<file path="src/rtl/seg_pkg.sv">
// Shared constants and types for the seven-segment scan driver.
// Segment codes here are active-high; output polarity is applied at the top level.
package seg_pkg;

  localparam int NUM_DIGITS = 4;

  localparam int SEG_A  = 0;
  localparam int SEG_B  = 1;
  localparam int SEG_C  = 2;
  localparam int SEG_D  = 3;
  localparam int SEG_E  = 4;
  localparam int SEG_F  = 5;
  localparam int SEG_G  = 6;
  localparam int SEG_DP = 7;

  localparam logic [7:0] SEG_ALL_OFF = 8'h00;
  localparam logic [NUM_DIGITS-1:0] AN_ALL_OFF = '0;

  // {g..a} patterns for hex digits 0..F
  localparam logic [6:0] HEX_SEG [16] = '{
    7'h3F, 7'h06, 7'h5B, 7'h4F, 7'h66, 7'h6D, 7'h7D, 7'h07,
    7'h7F, 7'h6F, 7'h77, 7'h7C, 7'h39, 7'h5E, 7'h79, 7'h71
  };

  typedef enum logic [1:0] {
    DIG0 = 2'd0,
    DIG1 = 2'd1,
    DIG2 = 2'd2,
    DIG3 = 2'd3
  } digit_state_e;

  typedef struct packed {
    logic [15:0] value;
    logic [3:0]  dp;
    logic        blank;
  } disp_buf_t;

endpackage

</file>
<file path="src/rtl/hex7seg_decode.sv">
// Combinational nibble-to-segment decoder producing active-high {dp, g..a}.
module hex7seg_decode
  import seg_pkg::*;
(
  input  logic [3:0] nibble,
  input  logic       blank,
  input  logic       dp,
  output logic [7:0] seg
);

  // A blanked digit loses a-g but still shows its decimal point.
  always_comb begin
    seg = SEG_ALL_OFF;
    if (!blank) begin
      seg[SEG_G:SEG_A] = HEX_SEG[nibble];
    end
    seg[SEG_DP] = dp;
  end

endmodule

</file>
<file path="src/rtl/seg_scan_driver.sv">
// Time-multiplexes a 16-bit word onto a 4-digit seven-segment display.
// New values are double-buffered and committed only at the digit3 -> digit0 wrap.
module seg_scan_driver
  import seg_pkg::*;
#(
  parameter int REFRESH_DIV    = 2,
  parameter bit SEG_ACTIVE_LOW = 1'b1
) (
  input  logic        clk,
  input  logic        rst,
  input  logic [15:0] value_i,
  input  logic [3:0]  dp_i,
  input  logic        blank_lz_i,
  input  logic        load_i,
  output logic [7:0]  seg_output_single,
  output logic [3:0]  seg_output_sequence,
  output logic        frame_done,
  output logic        pending_o
);

  localparam int DIV_W = (REFRESH_DIV > 1) ? $clog2(REFRESH_DIV) : 1;
  localparam logic [DIV_W-1:0] DIV_LAST = DIV_W'(REFRESH_DIV - 1);
  localparam logic [7:0] SEG_OFF_OUT = SEG_ACTIVE_LOW ? ~SEG_ALL_OFF : SEG_ALL_OFF;
  localparam logic [3:0] AN_OFF_OUT  = SEG_ACTIVE_LOW ? ~AN_ALL_OFF  : AN_ALL_OFF;

  logic [DIV_W-1:0] div_cnt;
  logic             tick;
  logic             wrap;
  digit_state_e     digit_idx;
  digit_state_e     digit_next;

  disp_buf_t        load_buf;
  disp_buf_t        pending_buf;
  disp_buf_t        shadow_buf;

  logic [3:0]       cur_nibble;
  logic [3:0]       lz_mask;
  logic             cur_blank;
  logic             cur_dp;
  logic [7:0]       seg_hi;
  logic [3:0]       an_hi;

  assign tick     = (div_cnt == DIV_LAST);
  assign wrap     = tick && (digit_idx == DIG3);
  assign load_buf = '{value: value_i, dp: dp_i, blank: blank_lz_i};

  always_ff @(posedge clk or posedge rst) begin
    if (rst) begin
      div_cnt <= '0;
    end else if (tick) begin
      div_cnt <= '0;
    end else begin
      div_cnt <= div_cnt + 1'b1;
    end
  end

  always_ff @(posedge clk or posedge rst) begin
    if (rst) begin
      digit_idx <= DIG0;
    end else begin
      digit_idx <= digit_next;
    end
  end

  always_comb begin
    digit_next = digit_idx;
    if (tick) begin
      case (digit_idx)
        DIG0:    digit_next = DIG1;
        DIG1:    digit_next = DIG2;
        DIG2:    digit_next = DIG3;
        default: digit_next = DIG0;
      endcase
    end
  end

  // A load landing on the wrap cycle goes straight to the shadow so the newest value wins.
  always_ff @(posedge clk or posedge rst) begin
    if (rst) begin
      pending_buf <= '0;
      shadow_buf  <= '0;
      pending_o   <= 1'b0;
      frame_done  <= 1'b0;
    end else begin
      frame_done <= wrap;
      if (load_i) begin
        pending_buf <= load_buf;
      end
      if (load_i && wrap) begin
        shadow_buf <= load_buf;
        pending_o  <= 1'b0;
      end else if (load_i) begin
        pending_o  <= 1'b1;
      end else if (wrap && pending_o) begin
        shadow_buf <= pending_buf;
        pending_o  <= 1'b0;
      end
    end
  end

  // lz_mask[n] is set when nibble n and every higher nibble are zero; digit0 never blanks.
  always_comb begin
    lz_mask    = '0;
    lz_mask[3] = (shadow_buf.value[15:12] == 4'h0);
    lz_mask[2] = lz_mask[3] && (shadow_buf.value[11:8] == 4'h0);
    lz_mask[1] = lz_mask[2] && (shadow_buf.value[7:4] == 4'h0);
    cur_nibble = shadow_buf.value[{digit_idx, 2'b00} +: 4];
    cur_blank  = shadow_buf.blank && lz_mask[digit_idx];
    cur_dp     = shadow_buf.dp[digit_idx];
    an_hi      = 4'b0001 << digit_idx;
  end

  hex7seg_decode u_decode (
    .nibble (cur_nibble),
    .blank  (cur_blank),
    .dp     (cur_dp),
    .seg    (seg_hi)
  );

  always_ff @(posedge clk or posedge rst) begin
    if (rst) begin
      seg_output_single   <= SEG_OFF_OUT;
      seg_output_sequence <= AN_OFF_OUT;
    end else begin
      seg_output_single   <= SEG_ACTIVE_LOW ? ~seg_hi : seg_hi;
      seg_output_sequence <= SEG_ACTIVE_LOW ? ~an_hi  : an_hi;
    end
  end

endmodule

</file>
<file path="config.mk">
export PLATFORM = sky130hd
export DESIGN_NAME = seg_scan_driver
export DESIGN_NICKNAME = d
export VERILOG_FILES = /design/src/rtl/seg_pkg.sv /design/src/rtl/hex7seg_decode.sv /design/src/rtl/seg_scan_driver.sv
export SDC_FILE = /design/constraint.sdc
export NUM_CORES = 1
export LEC_CHECK = 0
export CAP_MARGIN = 15
export CORE_MARGIN = 1
export CORE_UTILIZATION = 51
export CTS_CLUSTER_SIZE = 16
export DETAILED_ROUTE_END_ITERATION = 10
export GPL_ROUTABILITY_DRIVEN = 0
export GPL_TIMING_DRIVEN = 0
export HOLD_SLACK_MARGIN = 0.02
export PLACE_DENSITY = 0.75
export SYNTH_ARGS = -nofsm -noshare
export SYNTH_HDL_FRONTEND = slang
export SYNTH_SLANG_ARGS = --single-unit
</file>
<file path="constraint.sdc">
create_clock -name clk -period 5.65 [get_ports clk]
set_input_delay 1.695 -clock clk [delete_from_list [all_inputs] [get_ports clk]]
set_output_delay 1.695 -clock clk [all_outputs]
set_load 0.03 [all_outputs]
</file>
==> results.md, run 1 <==
* Pwr Density at just under 300 nW/um^2
* Syn Inst Count at between 150 and 200
* Vias at between 1500 and 2000
* H-tree Lvls at 3
* GRT overflow at 0
* # setup viols final at 0
* Reg2Reg Depth at 6
* Area Overhead vs Synth at 24.0%
* Final core utilization at 67.9%
* Final hold viol count at 0
* # port buffers at 37
* Max Cap Violations at 0
* Hold buffer count at cts at 0
* Delay-heaviest family, CP: buffers and inverters
* Number of global-route vias before repair at roughly 1700
* Setup crit start kind: register
* Crit path arrival time at ~1.5 ns
* CP Capture Type: output pin
* Die height at ~74 um
* Peak supply drop at 0.000198 V
* Worst Clk Skew at 0.00903 ns
* Sequence of cells on the critical path: clkdlybuf4s50_1
* Die X at about 74 um
* Slowest CP cell: clkdlybuf4s50_1
* Remaining DRCs at 0
* Max frequency at between 300 and 400 MHz
* Io pins at 38
* Slew Limit Headroom at between 50% and 60%
* GR Util All Layers at 20.2%
* Hold Path Class: reg2reg
* RR Endpoint: seg_output_single[0]
* Number of cells on the critical path at 1
* Starting Density at a little over half
* Number of post-CTS setup repair buffers at 0
* Core area at 4880 um^2
* Power Total at 0.973 mW
* Final critical-path required period at ~3.2 ns
* Pin count of the biggest net entering global routing at 39
* Crit path max fanout at 1
* Clock slew at reported path FFs at approximately 0.070 ns
* FF-to-FF Start: digit_idx[0]
* CP required at 3.95 ns
* Final wirelength at around 4700 um
* Primary flip-flop cell chosen by synthesis mapping: dfrtp_1
* Post-synth top cells: dfrtp_1, mux2_2, inv_1
* Die area at 5530 um^2
* TritonCTS clock tree: done
* Initial DRC Count at 85
* Antenna violations before repair at 0
* Post-DP HPWL at 3360 um
* Status: finished clean
* Crit path capture: seg_output_single[7]
* Via-to-Cell Ratio at approximately 5.3
* WHS at 0.494 ns
* Post-route setup TNS at 0 ns
* Length of the first detailed-routing pass in iterations at 4
* WL/cell at 15.1 um
* Antenna diode count at 0
* Clock Tree Root: clkbuf_8
* Post-synthesis sequential area ratio at 55.8%
* Worst path max stage delay at 0.66 ns
* CTS buffer count at 9
* Worst Setup SP: seg_output_single[7]
* Layout fillers at just under 400
* LEAKAGE at between 1 and 1.5 nW
* Synth area leaders: dfrtp_1, mux2_2, dfstp_2
* Buf+Inv Stages, Crit Path at 1
* Cell accounting for the most synthesized area: dfrtp_1
* First-pass GRT wire length at 7960 um
* Synth warn at 0
* Pin slew with the least headroom to its limit at ~0.6 ns
* EDFF count, synth at 0
* Fin crit share at 56.7%
* PostCTS Resize Cnt at 0
* Layout cells sized above 1 at 34.3%
* Internal reg-to-reg setup slack at about 3.4 ns
* Avg Synthesized Cell Area at about 14 um^2
* #FFs+latches synth at 59
* Hold wc startpoint: pending_buf[7]
* # nets final at 274
* Most frequent cell after synthesis: dfrtp_1
* Syn Nets at 225
* Unrepaired setup endpoints after global routing: false
* ANT nets after route at 0
* Max Transition Viols Final at 0
* Clock Path Buffers at 2
* Yosys top cell area share at between 40% and 50%
* Fraction of registers with async set/reset at 100%
* Cell Rows at 25
* Critical path class: reg2out
* # clock sinks at 59
* Netlist Area Pre-Place at 2670 um^2
* Post-synthesis cell type count at 35
* Clk_lat worst skew at between 0.3 and 0.4 ns
## metal layers
metal	vias to the layer above	wire (um)	share of wire, %	GRT usage [%]
met5	-	0	0	0
li1	779	-	-	-
met2	41	2210	47	30.9
met4	0	117	2.5	13.2
met1	834	2200	47	25.9
met3	9	184	3.9	4.74
## worst min-delay path by stage
stage | endpoint | slack [ns] | cells after the start
2_1_floorplan | pending_buf[20] | 0.47 | 1
3_3_place_gp | pending_buf[7] | 0.48 | 1
3_5_place_dp | pending_buf[7] | 0.48 | 1
4_1_cts | pending_buf[7] | 0.50 | 1
5_1_grt | pending_buf[15] | 0.50 | 1
6_report | pending_buf[7] | 0.49 | 1
## metrics by stage
step,setup slack [ns],area (um^2),instances
2_1_floorplan,2.52,2670,191
3_3_place_gp,1.52,3130,295
4_1_cts,2.42,3310,312
3_5_place_dp,2.28,3150,296
5_1_grt,2.39,3310,312
6_report,2.45,3310,312
## state kept, by name, summed over array words and instances (netlist names)
name,cells
pending_buf,21
frame_done,1
shadow_buf,21
seg_output_single,8
pending_o,1
seg_output_sequence,4
digit_idx,2
div_cnt,1
## where the power goes
part | switching [mW] | internal, mW | leakage, nW
registers | 0.0202 | 0.469 | 0.680
logic | 0.0741 | 0.0810 | 0.646
clock network | 0.159 | 0.170 | 0.0834
total | 0.254 | 0.719 | 1.41
## cell type report
class | count | area (um^2) | area share (%)
buffer | 6 | 38.8 | 1.17
timing repair buffer | 38 | 390 | 11.8
clock buffer | 13 | 149 | 4.50
sequential | 59 | 1490 | 45.0
multi-input combinational | 110 | 1080 | 32.6
tap | 67 | 83.8 | 2.53
clock inverter | 3 | 17.5 | 0.529
inverter | 16 | 60.1 | 1.81
## kinds of logic (layout without fill, tap and decap cells)
| kind of cell | Yosys count | count (layout) | share of synthesized area (%) |
|---|---|---|---|
| DFF | 59 | 59 | 55.8 |
| xor gates and xnor gates | 2 | 2 | 0.656 |
| adders and majority gates | 10 | 10 | 4.68 |
| and+or+nand+nor | 21 | 21 | 4.31 |
| muxes | 54 | 54 | 24.9 |
| AOI/OAI and AO/OA | 23 | 23 | 5.90 |
| buffers and inverters | 22 | 76 | 3.70 |
## cells in the final DEF, fill, tap and decap left out, types with 2 or more instances in the layout
| cell | count |
|---|---|
| dfrtp_1 | 47 |
| mux2_2 | 44 |
| clkdlybuf4s50_1 | 37 |
| inv_1 | 13 |
| dfstp_2 | 12 |
| ha_1 | 10 |
| clkbuf_8 | 10 |
| o21ai_0 | 6 |
| nor2_1 | 5 |
| mux2i_1 | 5 |
| buf_2 | 4 |
| nor4_1 | 4 |
| mux4_2 | 3 |
| inv_2 | 3 |
| nand2_1 | 3 |
| a21oi_1 | 3 |
| a211oi_1 | 3 |
| clkbuf_1 | 3 |
| mux4_1 | 2 |
| nand3_1 | 2 |
| a211o_1 | 2 |
| a311o_1 | 2 |
| xor2_1 | 2 |
| nand3b_1 | 2 |
| clkinv_2 | 2 |
(Power assumes the default switching activity.)
==> inputs of run 2 (changes only) <==
--- a/config.mk
+++ b/config.mk
@@ -7,13 +7,13 @@
 export LEC_CHECK = 0
 export CAP_MARGIN = 15
 export CORE_MARGIN = 1
-export CORE_UTILIZATION = 51
+export CORE_UTILIZATION = 49
 export CTS_CLUSTER_SIZE = 16
 export DETAILED_ROUTE_END_ITERATION = 10
 export GPL_ROUTABILITY_DRIVEN = 0
 export GPL_TIMING_DRIVEN = 0
 export HOLD_SLACK_MARGIN = 0.02
-export PLACE_DENSITY = 0.75
+export PLACE_DENSITY = 0.76
 export SYNTH_ARGS = -nofsm -noshare
 export SYNTH_HDL_FRONTEND = slang
 export SYNTH_SLANG_ARGS = --single-unit
==> constraint.sdc (replaced) <==
create_clock -name clk -period 2.85 [get_ports clk]
set_input_delay 0.855 -clock clk [delete_from_list [all_inputs] [get_ports clk]]
set_output_delay 0.855 -clock clk [all_outputs]
set_load 0.03 [all_outputs]
==> run 2 against run 1 <==
Net effect:
- critical path depth did not move
- total power is 110% higher
- global-route usage fell by 0.91 points
- largest cell class unchanged
- setup slack lost 2.0 ns
- flip-flop and latch count did not move
==> results.md, run 2 (synthesis gave the netlist of run 1 again) <==
* # clock sinks at 59 (unchanged)
* Die X at 75.8 um (+2.0%)
* Worst Clk Skew at 0.00646 ns (-0.00257 ns)
* Pwr Density at 609 nW/um^2 (+110%)
* Delay-heaviest family, CP: buffers and inverters
* Wire length on met2 at 2390 um (+8.1%)
* Peak supply drop at 0.000332 V (+68%)
* Final critical-path required period at about 2.4 ns
* Clock slew at reported path FFs at 0.06 ns (about the same)
* Clk_lat worst skew at 0.33 ns (about the same)
* Vias at 1668 (+0.30%)
* Highest Signal Layer: met4
* Antenna diode count at 0 (unchanged)
* Crit path max fanout at 1 (unchanged)
* Commonest non-fill, non-tap cell in the layout: dfrtp_1
* Max Transition Viols Final at 0 (unchanged)
* First-pass GRT wire length at 7770 um (-2.3%)
* WL/cell at 14.8 um (-1.7%)
* Post-DP HPWL at 3350 um (-0.28%)
* Slew Limit Headroom at 59.2% (-0.59 points)
* Number of post-CTS setup repair buffers at 0 (unchanged)
* Sequence of cells on the critical path: clkdlybuf4s50_1
* Number of global-route vias before repair at 1622 (-3.3%)
* Post-route setup TNS at 0 ns (unchanged)
* Cell area after layout at 3350 um^2 (+1.2%)
* CP required at 2.00 ns (-1.95 ns)
* GRT overflow at 0 (unchanged)
* Via-to-Cell Ratio at 5.30 (-0.65%)
* FF-to-FF Start: digit_idx[0]
* Worst path max stage delay at 0.67 ns (about the same)
* LEAKAGE at 1.43 nW (+1.6%)
* Length of the first detailed-routing pass in iterations at 4 (unchanged)
* Area Overhead vs Synth at 25.5%
* TritonCTS clock tree: done
* Hold buffer count at cts at 0 (unchanged)
* Critical path class: reg2out
* ANT nets after route at 0 (unchanged)
* Final hold viol count at 0 (unchanged)
* Clock Path Buffers at 2 (unchanged)
* Status: finished clean
* WHS Path Cells at 1 (unchanged)
* Hold Path Class: reg2reg
* WHS at 0.493 ns (-0.000456 ns)
* Core area at 5170 um^2 (+6.0%)
* Dpl cells at 299 (+1.0%)
* Final wirelength at 4670 um (-0.74%)
* Cell Rows at 26 (+4.0%)
* Max Cap Violations at 0 (unchanged)
* PostCTS Resize Cnt at 0 (unchanged)
* Largest regs: pending_buf x21, shadow_buf x21, seg_output_single x8
* Met1 WL at 2070 um (-5.8%)
* # setup viols final at 0 (unchanged)
* Buf+Inv Stages, Crit Path at 1 (unchanged)
* # nets final at 274 (unchanged)
* CP Capture Type: output pin
* Initial DRC Count at 91 (+7.1%)
* Die area at 5750 um^2 (+4.0%)
* Final core utilization at 64.8% (-3.0 points)
* Crit path arrival time at 1.51 ns (about the same)
* CTS buffer count at 9 (unchanged)
* Most frequent cells in the layout: dfrtp_1, mux2_2, clkdlybuf4s50_1
* Antenna violations before repair at 0 (unchanged)
* Unrepaired setup endpoints after global routing: false
* Met3 wire length at 134 um (-27%)
* H-tree Lvls at 3 (unchanged)
* Remaining DRCs at 0 (unchanged)
* Worst Hold Path EP: pending_buf[15]
* GR Util All Layers at 19.3% (-0.91 points)
* Slowest CP cell: clkdlybuf4s50_1
* Internal reg-to-reg setup slack at 0.51 ns (-2.85 ns)
* Pin slew with the least headroom to its limit at 0.612 ns (+0.00889 ns)
* Io pins at 38 (unchanged)
* Fin cells at 315 (+0.96%)
* RR Endpoint: seg_output_single[0]
* Max frequency at 423 MHz
* Fin crit share at 82.9%
* Hold wc startpoint: pending_buf[15]
* DP Area at 3150 um^2 (+0.12%)
* Pin count of the biggest net entering global routing at 45 (+15%)
* Reg2Reg Depth at 6 (unchanged)
* Setup crit start kind: register
* Die height at 75.8 um (+2.0%)
* # port buffers at 37 (unchanged)
* Layout cells sized above 1 at 35.1% (+0.82 points)
* Clock Tree Root: clkbuf_8
* Starting Density at 51.6% (-3.1 points)
run 2: worst register-to-register path: stages, from the launching register on:
cell      delay, ns
dfrtp_1        0.55
mux4_1         0.75
inv_2          0.14
ha_1           0.26
mux2i_1        0.10
a311oi_1       0.29
a31o_2         0.19
run 2: routing by layer:
layer / track usage (%) / vias up
li1: - / 789
met1: 24.5 / 844
met2: 30.2 / 29
met3: 4.37 / 6
met4: 11.7 / 0
met5: 0 / -
run 2: worst max-delay path by stage:
stage,slack (ns),to,start,cells past startpoint
2_1_floorplan,0.56,digit_idx[0],rst,1
3_3_place_gp,-0.43,pending_buf[14],rst,2
3_5_place_dp,0.30,shadow_buf[5],load_i,4
4_1_cts,0.46,seg_output_single[3],seg_output_single[3],1
5_1_grt,0.34,seg_output_single[0],digit_idx[0],6
6_report,0.49,seg_output_single[7],seg_output_single[7],1
run 2: area by class of cell:
| type | instances | area (um^2) |
|---|---|---|
| plain buffers | 6 | 38.8 |
| clock buffers | 12 | 155 |
| clock inverters | 4 | 48.8 |
| fillers | 384 | 1820 |
| inverters | 16 | 60.1 |
| multi-input cells | 110 | 1080 |
| flip-flops and latches | 59 | 1490 |
| well taps | 70 | 87.6 |
| repair buffers | 38 | 390 |
run 2: per-stage QoR:
stage / power, mW / worst slack (ns)
floorplan: 1.18 / 0.559
global placement: 1.28 / -0.432
detailed placement: 1.29 / 0.297
CTS: 2.06 / 0.464
global route: 2.14 / 0.339
finish: 2.04 / 0.488
run 2: report_power, final:
group          internal [mW]  switching [mW]
registers              0.929          0.0397
logic                  0.160           0.146
clock network          0.450           0.316
total                   1.54           0.502
==> inputs of run 3 (changes only) <==
==> constraint.sdc (replaced) <==
create_clock -name clk -period 2.07 [get_ports clk]
set_input_delay 0.621 -clock clk [delete_from_list [all_inputs] [get_ports clk]]
set_output_delay 0.621 -clock clk [all_outputs]
set_load 0.03 [all_outputs]
==> run 3 against run 2 <==
Net effect:
- worst hold slack barely moved
- cell count rose by 2.5%
- first-iteration DRC count increased by 6.6%
- global-route usage barely moved
- routed wire length increased by 3.3%
- utilization grew 1.5 points
- count of clock-buffer cells in the layout unchanged
- critical path type is now reg2reg
- largest power group unchanged
==> results.md, run 3 (synthesis gave the netlist of run 1 again) <==
* Setup crit start kind: register
* Hold Path Class: reg2reg
* Cell Rows at 26 (unchanged)
* Pin count of the biggest net entering global routing at 45 (unchanged)
* WL/cell at 15.0 um (+0.76%)
* Most Crowded Layer GR: met2
* Critical path class: reg2reg
* Via-to-Cell Ratio at 5.30 (+0.15%)
* Status: finished clean
* Final hold viol count at 0 (unchanged)
* Slew Limit Headroom at 60.1% (+0.88 points)
* Reg2Reg Depth at 5 (-1)
* Fin crit share at slightly below 100%
* GRT overflow at 0 (unchanged)
* Clock Tree Root: clkbuf_8
* Dpl cells at 299 (unchanged)
* Delay-heaviest family, CP: multiplexers
* Initial DRC Count at 97 (+6.6%)
* # setup viols final at 0 (unchanged)
* Post-DP HPWL at 3350 um (unchanged)
* TritonCTS clock tree: done
* Internal reg-to-reg setup slack at 0.02 ns (-0.49 ns)
* CP Capture Type: register
* Layout cells sized above 1 at 39.9% (+4.8 points)
* Number of cells on the critical path at 5 (+4)
* Fin cells at 323 (+2.5%)
* ANT nets after route at 0 (unchanged)
* Crit path capture: seg_output_single[0]
* Max frequency at around 490 MHz
* Number of global-route vias before repair at 1621 (-0.062%)
* Crit path arrival time at 2.31 ns (+0.80 ns)
* LEAKAGE at 1.49 nW (+3.8%)
* Worst Clk Skew at 0.00691 ns (+0.000452 ns)
* Buf+Inv Stages, Crit Path at 0 (-1)
* # nets final at 282 (+2.9%)
* FF-to-FF Start: digit_idx[0]
* Final wirelength at 4830 um (+3.3%)
* Peak supply drop at 0.000458 V (+38%)
* Largest regs: pending_buf x21, shadow_buf x21, seg_output_single x8
* Die X at 75.8 um (unchanged)
* Most frequent cells in the layout: dfrtp_1, mux2_2, clkdlybuf4s50_1
* GR Util met2 at 30.2% (unchanged)
* Die height at 75.8 um (unchanged)
* RR Endpoint: seg_output_single[0]
* WHS Path Cells at 1 (unchanged)
* Final critical-path required period at about 2 ns
* Final worst-path setup slack at 0.0241 ns (-0.464 ns)
* H-tree Lvls at 3 (unchanged)
* Length of the first detailed-routing pass in iterations at 4 (unchanged)
* Met1 Usage GRT at 24.6% (+0.086 points)
* Starting Density at 51.6% (unchanged)
* CP required at 2.33 ns (+0.33 ns)
* Remaining DRCs at 0 (unchanged)
* Clk_lat worst skew at 0.33 ns (about the same)
* Worst path max stage delay at 0.62 ns (-0.05 ns)
* # clock sinks at 59 (unchanged)
* Sequence of cells on the critical path: mux4_2, ha_1, nor4_1, a311oi_1, a31o_2
* CTS buffer count at 9 (unchanged)
* Slowest CP cell: mux4_2
* # port buffers at 37 (unchanged)
* Vias at 1713 (+2.7%)
* Antenna violations before repair at 0 (unchanged)
* Max Cap Violations at 0 (unchanged)
* Met3 Use GR at 4.37% (unchanged)
* Crit path max fanout at 5 (+4)
* GR Util All Layers at 19.4% (+0.028 points)
* Worst Setup SP: digit_idx[0]
* Layout fillers at 382 (-0.52%)
* Io pins at 38 (unchanged)
* Core area at 5170 um^2 (unchanged)
* Hold buffer count at cts at 0 (unchanged)
* Commonest non-fill, non-tap cell in the layout: dfrtp_1
* Clock slew at reported path FFs at 0.06 ns (about the same)
* Max Transition Viols Final at 0 (unchanged)
* Area Overhead vs Synth at 28.4%
* First-pass GRT wire length at 7780 um (about the same)
* Antenna diode count at 0 (unchanged)
* Pwr Density at 821 nW/um^2 (+35%)
* Die area at 5750 um^2 (unchanged)
* Pin slew with the least headroom to its limit at 0.599 ns (-0.0132 ns)
* Clock Path Buffers at 2 (unchanged)
* Worst slack, placed at -0.249 ns (-0.546 ns)
-- run 3: worst reg2reg max path: stages, from the launching register on --
cell      delay (ns)
dfrtp_2         0.44
mux4_2          0.63
ha_1            0.28
nor4_1          0.32
a311oi_1        0.10
a31o_2          0.21
-- run 3: worst min-delay path by stage --
stage | startpoint | to | slack, ns
2_1_floorplan | pending_buf[20] | pending_buf[20] | 0.47
3_3_place_gp | pending_buf[11] | pending_buf[11] | 0.48
3_5_place_dp | pending_buf[15] | pending_buf[15] | 0.48
4_1_cts | pending_buf[15] | pending_buf[15] | 0.50
5_1_grt | pending_buf[7] | pending_buf[7] | 0.51
6_report | pending_buf[15] | pending_buf[15] | 0.49
-- run 3: layout make-up --
class                      count  area [um^2]  area share [%]
multi-input combinational    110         1110            32.3
timing repair buffer          46          435            12.7
tap                           70         87.6            2.55
sequential                    59         1490            43.5
clock inverter                 4         48.8            1.42
clock buffer                  12          155            4.52
buffer                         6         38.8            1.13
inverter                      16         62.6            1.82
-- run 3: metrics by stage --
step | hold slack [ns] | setup TNS [ns] | power, mW | utilization (%) | cell area (um^2)
floorplan | 0.469 | 0 | 1.62 | - | 2670
finish | 0.493 | 0 | 2.82 | 66.3 | 3430
detailed placement | 0.482 | -4.95 | 1.78 | 60.9 | 3150
global placement | 0.480 | -55.69 | 1.76 | 60.5 | 3130
CTS | 0.496 | -0.00377 | 2.82 | 64.6 | 3340
global route | 0.508 | -0.0274 | 2.95 | 66.3 | 3430
-- run 3: timing repair --
item                       in CTS  in global routing
pin swaps                       0                  2
setup buffers                   0                  8
gates resized for setup        16                  7
gates cloned                    0                  0
setup endpoints to repair      16                 19
-- run 3: per-layer routing --
layer | part of all wire (%) | vias up
li1 | - | 802
met1 | 44 | 868
met2 | 51 | 37
met3 | 3.5 | 6
met4 | 1.5 | 0
met5 | 0 | -
-- run 3: report_power, final --
group	internal, mW	total [mW]	switching, mW
Combinational	0.215	0.425	0.210
Sequential	1.28	1.33	0.0537
Clock	0.620	1.06	0.438
